--- src/rtl/mmult_pkg.sv ---
// rtl/mmult_pkg.sv - shared widths and state encoding for the matrix-multiply host loader
package mmult_pkg;

  localparam int ELEM_W        = 16;
  localparam int N_ELEM        = 16;
  localparam int WORD_W        = 128;
  localparam int RES_W         = 32;
  localparam int ELEM_PER_WORD = WORD_W / ELEM_W;
  localparam int CNT_W         = 5;
  localparam int IDX_W         = 4;
  localparam int MULT_W        = N_ELEM * RES_W;

  typedef enum logic [1:0] {
    LOAD  = 2'd0,
    FLUSH = 2'd1,
    RUN   = 2'd2,
    DRAIN = 2'd3
  } state_t;

endpackage

--- src/rtl/mmult_result_ser.sv ---
// rtl/mmult_result_ser.sv - captures the 512-bit product and serializes it as 32-bit valid/ready beats
module mmult_result_ser
  import mmult_pkg::*;
(
  input  logic              clk,
  input  logic              clear,
  input  logic              capture,
  input  logic [MULT_W-1:0] mult_out,
  input  logic              out_ready,
  output logic [RES_W-1:0]  out_data,
  output logic              out_valid,
  output logic              last_xfer
);

  logic [N_ELEM-1:0][RES_W-1:0] result_q, result_d;
  logic [IDX_W-1:0]             out_idx_q, out_idx_d;
  logic                         valid_q, valid_d;
  logic                         xfer;

  assign xfer      = valid_q && out_ready;
  assign last_xfer = xfer && (out_idx_q == IDX_W'(N_ELEM - 1));
  assign out_valid = valid_q;
  assign out_data  = valid_q ? result_q[out_idx_q] : '0;

  // Capture loads the whole product and restarts at element 0; each handshake steps one element.
  always_comb begin
    result_d  = result_q;
    out_idx_d = out_idx_q;
    valid_d   = valid_q;
    if (capture) begin
      result_d  = mult_out;
      out_idx_d = '0;
      valid_d   = 1'b1;
    end else if (xfer) begin
      out_idx_d = out_idx_q + 1'b1;
      if (last_xfer) begin
        valid_d = 1'b0;
      end
    end
  end

  // Clear wins over capture so a reset mid-drain always leaves the serializer idle.
  always_ff @(posedge clk) begin
    if (clear) begin
      result_q  <= '0;
      out_idx_q <= '0;
      valid_q   <= 1'b0;
    end else begin
      result_q  <= result_d;
      out_idx_q <= out_idx_d;
      valid_q   <= valid_d;
    end
  end

endmodule

--- src/rtl/mmult_host_loader.sv ---
// rtl/mmult_host_loader.sv - packs operand elements into SRAM words, runs the core, streams the product
module mmult_host_loader #(
  parameter int ELEM_W = mmult_pkg::ELEM_W,
  parameter int N_ELEM = mmult_pkg::N_ELEM,
  parameter int WORD_W = mmult_pkg::WORD_W,
  parameter int RES_W  = mmult_pkg::RES_W
) (
  input  logic                    Clk,
  input  logic                    Rst,
  input  logic [ELEM_W-1:0]       In_Data,
  input  logic                    In_Valid,
  output logic                    In_Ready,
  output logic [WORD_W-1:0]       MA_dib,
  output logic [WORD_W-1:0]       MB_dib,
  output logic                    MA_Addrb,
  output logic                    MB_Addrb,
  output logic                    MA_enb,
  output logic                    MB_enb,
  output logic                    MA_web,
  output logic                    MB_web,
  output logic                    Go_t,
  input  logic                    Done_t,
  input  logic [N_ELEM*RES_W-1:0] MULT_OUT_t,
  output logic [RES_W-1:0]        Out_Data,
  output logic                    Out_Valid,
  input  logic                    Out_Ready,
  output logic                    Busy
);

  import mmult_pkg::*;

  state_t                   state_q, state_d;
  logic [CNT_W-1:0]         elem_cnt_q, elem_cnt_d;
  // Only the seven most recent elements need holding; the eighth arrives on In_Data.
  logic [WORD_W-ELEM_W-1:0] pack_q, pack_d;
  logic [WORD_W-1:0]        word_full;
  logic                     wr_a_q, wr_a_d;
  logic                     wr_b_q, wr_b_d;
  logic                     wr_addr_q, wr_addr_d;
  logic [WORD_W-1:0]        wr_data_q, wr_data_d;
  logic                     go_q, go_d;
  logic                     accept;
  logic                     capture;
  logic                     last_xfer;

  assign In_Ready  = (state_q == LOAD) && !Rst;
  assign accept    = In_Valid && In_Ready;
  assign word_full = {In_Data, pack_q};
  assign capture   = (state_q == RUN) && Done_t;

  assign MA_enb   = wr_a_q;
  assign MA_web   = wr_a_q;
  assign MA_Addrb = wr_a_q & wr_addr_q;
  assign MA_dib   = wr_a_q ? wr_data_q : '0;
  assign MB_enb   = wr_b_q;
  assign MB_web   = wr_b_q;
  assign MB_Addrb = wr_b_q & wr_addr_q;
  assign MB_dib   = wr_b_q ? wr_data_q : '0;

  assign Go_t = go_q;
  assign Busy = (state_q != LOAD) || (elem_cnt_q != '0);

  // Next-state, packing and write-pulse decode; the write pulse defaults low every cycle.
  always_comb begin
    state_d    = state_q;
    elem_cnt_d = elem_cnt_q;
    pack_d     = pack_q;
    go_d       = go_q;
    wr_a_d     = 1'b0;
    wr_b_d     = 1'b0;
    wr_addr_d  = 1'b0;
    wr_data_d  = '0;
    case (state_q)
      LOAD: begin
        if (accept) begin
          pack_d     = word_full[WORD_W-1:ELEM_W];
          elem_cnt_d = elem_cnt_q + 1'b1;
          if (elem_cnt_q[2:0] == 3'd7) begin
            wr_a_d    = !elem_cnt_q[4];
            wr_b_d    = elem_cnt_q[4];
            wr_addr_d = elem_cnt_q[3];
            wr_data_d = word_full;
          end
          if (elem_cnt_q == CNT_W'(2 * N_ELEM - 1)) begin
            state_d = FLUSH;
          end
        end
      end
      FLUSH: begin
        state_d = RUN;
      end
      RUN: begin
        if (Done_t) begin
          go_d    = 1'b0;
          state_d = DRAIN;
        end else begin
          go_d = 1'b1;
        end
      end
      DRAIN: begin
        if (last_xfer) begin
          state_d = LOAD;
        end
      end
      default: begin
        state_d = LOAD;
      end
    endcase
  end

  // Reset aborts any transaction, including a write pulse that would otherwise fire next cycle.
  always_ff @(posedge Clk) begin
    if (Rst) begin
      state_q    <= LOAD;
      elem_cnt_q <= '0;
      pack_q     <= '0;
      go_q       <= 1'b0;
      wr_a_q     <= 1'b0;
      wr_b_q     <= 1'b0;
      wr_addr_q  <= 1'b0;
      wr_data_q  <= '0;
    end else begin
      state_q    <= state_d;
      elem_cnt_q <= elem_cnt_d;
      pack_q     <= pack_d;
      go_q       <= go_d;
      wr_a_q     <= wr_a_d;
      wr_b_q     <= wr_b_d;
      wr_addr_q  <= wr_addr_d;
      wr_data_q  <= wr_data_d;
    end
  end

  mmult_result_ser u_result_ser (
    .clk       (Clk),
    .clear     (Rst),
    .capture   (capture),
    .mult_out  (MULT_OUT_t),
    .out_ready (Out_Ready),
    .out_data  (Out_Data),
    .out_valid (Out_Valid),
    .last_xfer (last_xfer)
  );

endmodule

--- config.mk ---
export PLATFORM = sky130hd
export DESIGN_NAME = mmult_host_loader
export DESIGN_NICKNAME = d
export VERILOG_FILES = /design/src/rtl/mmult_pkg.sv /design/src/rtl/mmult_result_ser.sv /design/src/rtl/mmult_host_loader.sv
export SDC_FILE = /design/constraint.sdc
export NUM_CORES = 2
export LEC_CHECK = 0
export CORE_AREA = 2 2 323 325
export CTS_CLUSTER_DIAMETER = 40
export DETAILED_ROUTE_END_ITERATION = 10
export DIE_AREA = 0 0 325 327
export GPL_ROUTABILITY_DRIVEN = 0
export PLACE_DENSITY_LB_ADDON = 0.12
export SYNTH_ARGS = -nofsm -noshare
export SYNTH_HDL_FRONTEND = slang
export SYNTH_SLANG_ARGS = --single-unit
export TNS_END_PERCENT = 10
--- constraint.sdc ---
create_clock -name Clk -period 1.8 [get_ports Clk]
set_input_delay 0.18 -clock Clk [delete_from_list [all_inputs] [get_ports Clk]]
set_output_delay 0.18 -clock Clk [all_outputs]
set_load 0.02 [all_outputs]
-- Yosys cells after proc, flatten, opt, wreduce, memory -nomap -nowiden
Index checks and enable logic that the tools add are counted.
W data, S select, Z words.
- flip-flop bits (word level): 768
- output and inout bits: 298
- add/subtract/negate cells: 2
- order comparisons: 1
- eq/ne operators: 10
- muxes and demuxes: 14
- bitwise gates (word level): 5
- reduce and logical (&&, ||, !) cells: 18
- operator list (kind ; number):
    $mux W128 ; 2
    $bmux W32 S4 ; 1
    $mux W32 ; 2
    $mux W2 ; 4
    $pmux W2 S4 ; 1
    $ne A2 B2 Y1 const B ; 3
    $reduce_bool A2 Y1 ; 3
    $add A5 B1 Y5 const B ; 1
    $eq A5 B5 Y1 const B ; 1
    $logic_and A1 B1 Y1 ; 5
    $lt A4 B5 Y1 const B ; 1
    $reduce_bool A5 Y1 ; 1
    $add A4 B1 Y4 const B ; 1
    $eq A2 B2 Y1 const B ; 2
    $eq A4 B4 Y1 const B ; 1
    $mux W1 ; 4
    $reduce_and A2 Y1 ; 2
    $reduce_and A4 Y1 ; 1
    $reduce_or A4 Y1 ; 1
    $eq A3 B3 Y1 const B ; 1
    $not A1 Y1 ; 3
    $and A1 B1 Y1 ; 2
    $eq A2 B1 Y1 const B ; 1
    $logic_not A1 Y1 ; 2
    4 further kinds ; 4

-- Depth between registers and ports, before layout
- depth in word-level cells: 5
- gate-level depth with buffers: 9
- gate-level depth less buffers: 7

-- Modules after synthesis
Synthesis repeated with hierarchy kept, for this count alone.
- cell total of the unflattened synthesis: 3313
- area, all modules: 32477.4 µm²
- by module, submodules not included (module ; instances ; cells each ; area an instance (µm²)):
    mmult_result_ser ; 1 ; 2192 ; 22599.2
    mmult_host_loader ; 1 ; 1121 ; 9878.2

-- Least setup slack after synthesis
No wires, ideal clock.
- path kind: flip-flop to output port
- start: reg u_result_ser.out_idx_q[1]
- end: out Out_Data[21]
- data arrival time: 1.672 ns
- data required time: 1.620 ns
- slack: -0.052 ns
- stages on the path, launching flop included: 6
- path buffers: 2
- cell sequence: dfxtp_1 > buf_6 > buf_2 > mux4_2 > a22oi_1 > o21ai_0
- cells in the longest elaborated chain, start to end: 3
- ends and longest elaborated chain (what ; line ; text):
    start, declared ; mmult_result_ser.sv:16 ; logic [IDX_W-1:0] out_idx_q, out_idx_d;
    start signal, assigned ; mmult_result_ser.sv:50 ; out_idx_q <= out_idx_d;
    $bmux W32 S4 ; mmult_result_ser.sv:23 ; assign out_data = valid_q ? result_q[out_idx_q] : '0;
    $mux W32 (not written as such) ; mmult_result_ser.sv:23 ;
    $mux W32 ; mmult_result_ser.sv:23 ;
    end, declared ; mmult_host_loader.sv:24 ; output logic [RES_W-1:0] Out_Data,
No other way between the ends. The select of a mux whose other input is x is not followed.

-- Worst setup path in the final report
- start: reg u_result_ser.out_idx_q[1]
- end: out Out_Data[31]
Same word-level chain as after synthesis.

==> results.ini <==
[synth]
synth_area_leaders = dfxtp_1 (49%), nand2_1 (14%), a21oi_1 (8.2%), and2_1 (5.2%), mux2i_1 (4.1%)
synth_edf_count = 0
ys.warnings.count = 0
synth_common_cells = nand2_1 (1176), dfxtp_1 (768), a21oi_1 (514)
syn_area_sq_um = 31500
synth-main-ff-cell = dfxtp_1
syn-mean-instance-area_sq_um = 8.34
yosys.area.top_type = dfxtp_1
ys_seq_elements = 768
synth_nets = 4316
async_flop_share_pct = 0
synth_most_common_cell = nand2_1
ys_seq_area_share_pct = 48.8
synthCells = 3775
synth_cell_type_count = 31
yosysTopAreaCellShare_pct = 48.8

[setup_path]
crit_path_start_kind = register
critPathRequiredTime_ns = 1.62
endpoint_kind = output pin
critPathArrivalTime_ns = 2.48
path_class = reg2out
worstPathMaxFanout = 5

[global_route]
grt_pass1_wl_um = 192000
track_usage_pct = 24.2
grt_overflow_total = 0
antenna_found_initial = 23
grt_pass1_vias = 28800
grt_start_max_net_pins = 127

[drt]
wl_per_cell_um = 21.7
vias_per_cell = 4.77
drt-total-wl_um = 135000
drt_pass1_iterations = 6
drc = 0
drt_iter0_markers = 2488
vias = 29600
antenna_left = 0

[timing]
hold_viol = 0
setup_slack_ns = -0.860
worst_pin_slew_ns = 0.626
fmax_ghz = 0.376
slew_headroom_pct = 58.3
slew_violations = 0
min_period_ns = 2.66
setup_viol_count_final = 248
rsz0062_at_grt = true
clock_skew_ns = 0.0439
post-route-period-util_pct = 148

[clock_network]
clock_latency_ns = 0.73
htree_levels = 3
cts_tree = built
cts-root-buf = clkbuf_16
cts_buffers = 119
cts_buffer_depth = 3
path_clk_slew_ns = 0.05
clock-sinks = 768

[floorplan]
fp.dieH_um = 327
dieArea_sq_um = 106000
core_area_sq_um = 103000
die_w_um = 325
start_util_pct = 30.6
num_rows = 118
boundaryPins = 831

[place]
placed_area_sq_um = 42300
io_buffers = 830
dp_hpwl_um = 102000

[power_and_ir_drop]
cell_internal_pwr_mw = 33.3
clkPwrFrac_pct = 54.1
switching_power_mw = 10.6
pwr-share-seq_pct = 39.6
leakage_nw = 17.7
power.total_mw = 43.9
p_comb_share_pct = 6.4
powerDensity_nw_per_um2 = 907
switching_share_pct = 24.1
ir_drop_v = 0.000728

[flow_run]
maxCapViolCount = 0

[finish]
seq_area_sq_um = 15400
multi_input_area_sq_um = 15200
area_growth_pct = 53.9
fill_cells = 10100
finish.net_count = 5254
drive_above_1_share_pct = 17.3
stdcell_area_sq_um = 48400

[min_path]
min_path_type = in2reg

[status]
outcome = finished, violations left
failed_checks = setup timing

## layout by cell type (no fill, tap or decap), types with 8 or more instances in the layout
master and instances:
buf_4 182, and2_1 253, buf_12 74, a21oi_1 514
dfxtp_1 761, clkinv_2 18, clkdlybuf4s50_1 601, clkbuf_16 123
clkbuf_2 44, nand2_1 1153, a22oi_1 37, nand2_2 21
mux4_2 63, dlymetal6s2s_1 9, bufinv_16 11, o21ai_1 14
dlygate4sd3_1 100, clkinvlp_4 9, and3_1 133, inv_6 22
nand2b_1 116, o21ai_0 115, a22oi_2 58, clkinv_4 16
clkdlybuf4s15_2 25, diode_2 10, clkbuf_1 11, mux2i_1 127
buf_6 90, clkbuf_8 8, o21ai_2 13
## registers in the layout, summed over array words and instances, names as in the netlist
| name | cells |
|---|---|
| Go_t | 1 |
| MA_enb | 1 |
| MB_enb | 1 |
| elem_cnt_q | 5 |
| pack_q | 112 |
| state_q | 2 |
| u_result_ser.out_idx_q | 4 |
| u_result_ser.out_valid | 1 |
| u_result_ser.result_q | 512 |
| wr_addr_q | 1 |
| wr_data_q | 128 |
## cell type report
type / count / area share [%]
Sequential cell: 768 / 31.8
Multi-Input combinational cell: 2679 / 31.5
Timing Repair Buffer: 1141 / 24.4
Clock buffer: 140 / 6.56
Tap cell: 1380 / 3.57
Clock inverter: 87 / 2.07
Antenna cell: 10 / 0.0517
Inverter: 4 / 0.0310
## repair_timing
| action | 4_1_cts | 5_1_grt |
|---|---|---|
| buffers inserted | 29 | 5 |
| cloned | 8 | 2 |
| endpoints found under the hold margin | 118 | 0 |
| resized for setup | 829 | 311 |
| pin swaps | 41 | 25 |
| setup endpoints to repair | 300 | 313 |
| hold buffers | 100 | 0 |
## cells by family after synthesis
family | Yosys count | share of synthesized area [%]
simple gates | 1711 | 24.6
flops | 768 | 48.8
compound gates | 760 | 12.9
buf+inv | 329 | 4.47
mux | 194 | 8.80
fa+ha+maj | 8 | 0.318
xor+xnor | 5 | 0.139
## worst paths after layout
path	slack [ns]	endpoint	cells after the start	start
max reg2reg	0.10	u_result_ser.result_q[212]	7	state_q[0]
max	-0.86	Out_Data[31]	7	u_result_ser.out_idx_q[1]
min	0.02	u_result_ser.result_q[235]	3	MULT_OUT_t[235]
min reg2reg	0.45	u_result_ser.result_q[448]	2	u_result_ser.result_q[448]
## power groups by stage
stage                     clock network, mW  registers, mW  logic (mW)
after floorplan                           0           17.7       0.818
after global placement                    0           17.7        2.56
after detailed placement                  0           17.7        2.57
after CTS                              24.2           17.4        2.80
after global routing                   25.0           17.4        2.98
final                                  23.8           17.4        2.79
## worst max-delay path, stage by stage, from the launching register on
cell,delay [ns]
dfxtp_4,0.41
buf_8,0.15
buf_12,0.13
buf_6,0.10
mux4_2,0.49
a22oi_2,0.25
o21ai_4,0.11
buf_6,0.14
## layer usage
layer	up-vias	GRT usage, %	wire [um]
met5	-	0	80
met1	14000	31.8	59500
met4	12	8.36	4120
li1	14500	-	-
met2	924	39.6	63100
met3	204	4.84	8050
## stage by stage
step	TNS, ns	std cells	util (%)	hold WS, ns	setup slack (ns)
2_1_floorplan	0	3775	-	0.289	0.0199
3_3_place_gp	-20.75	5836	41.1	0.405	-0.799
3_5_place_dp	-21.80	5836	41.1	0.405	-0.830
4_1_cts	-126.91	6194	46.9	0.000532	-0.911
5_1_grt	-101.85	6207	47.1	0.0262	-0.943
6_report	-75.39	6209	47.1	0.0226	-0.860
Power figures use the tool's default switching activity.
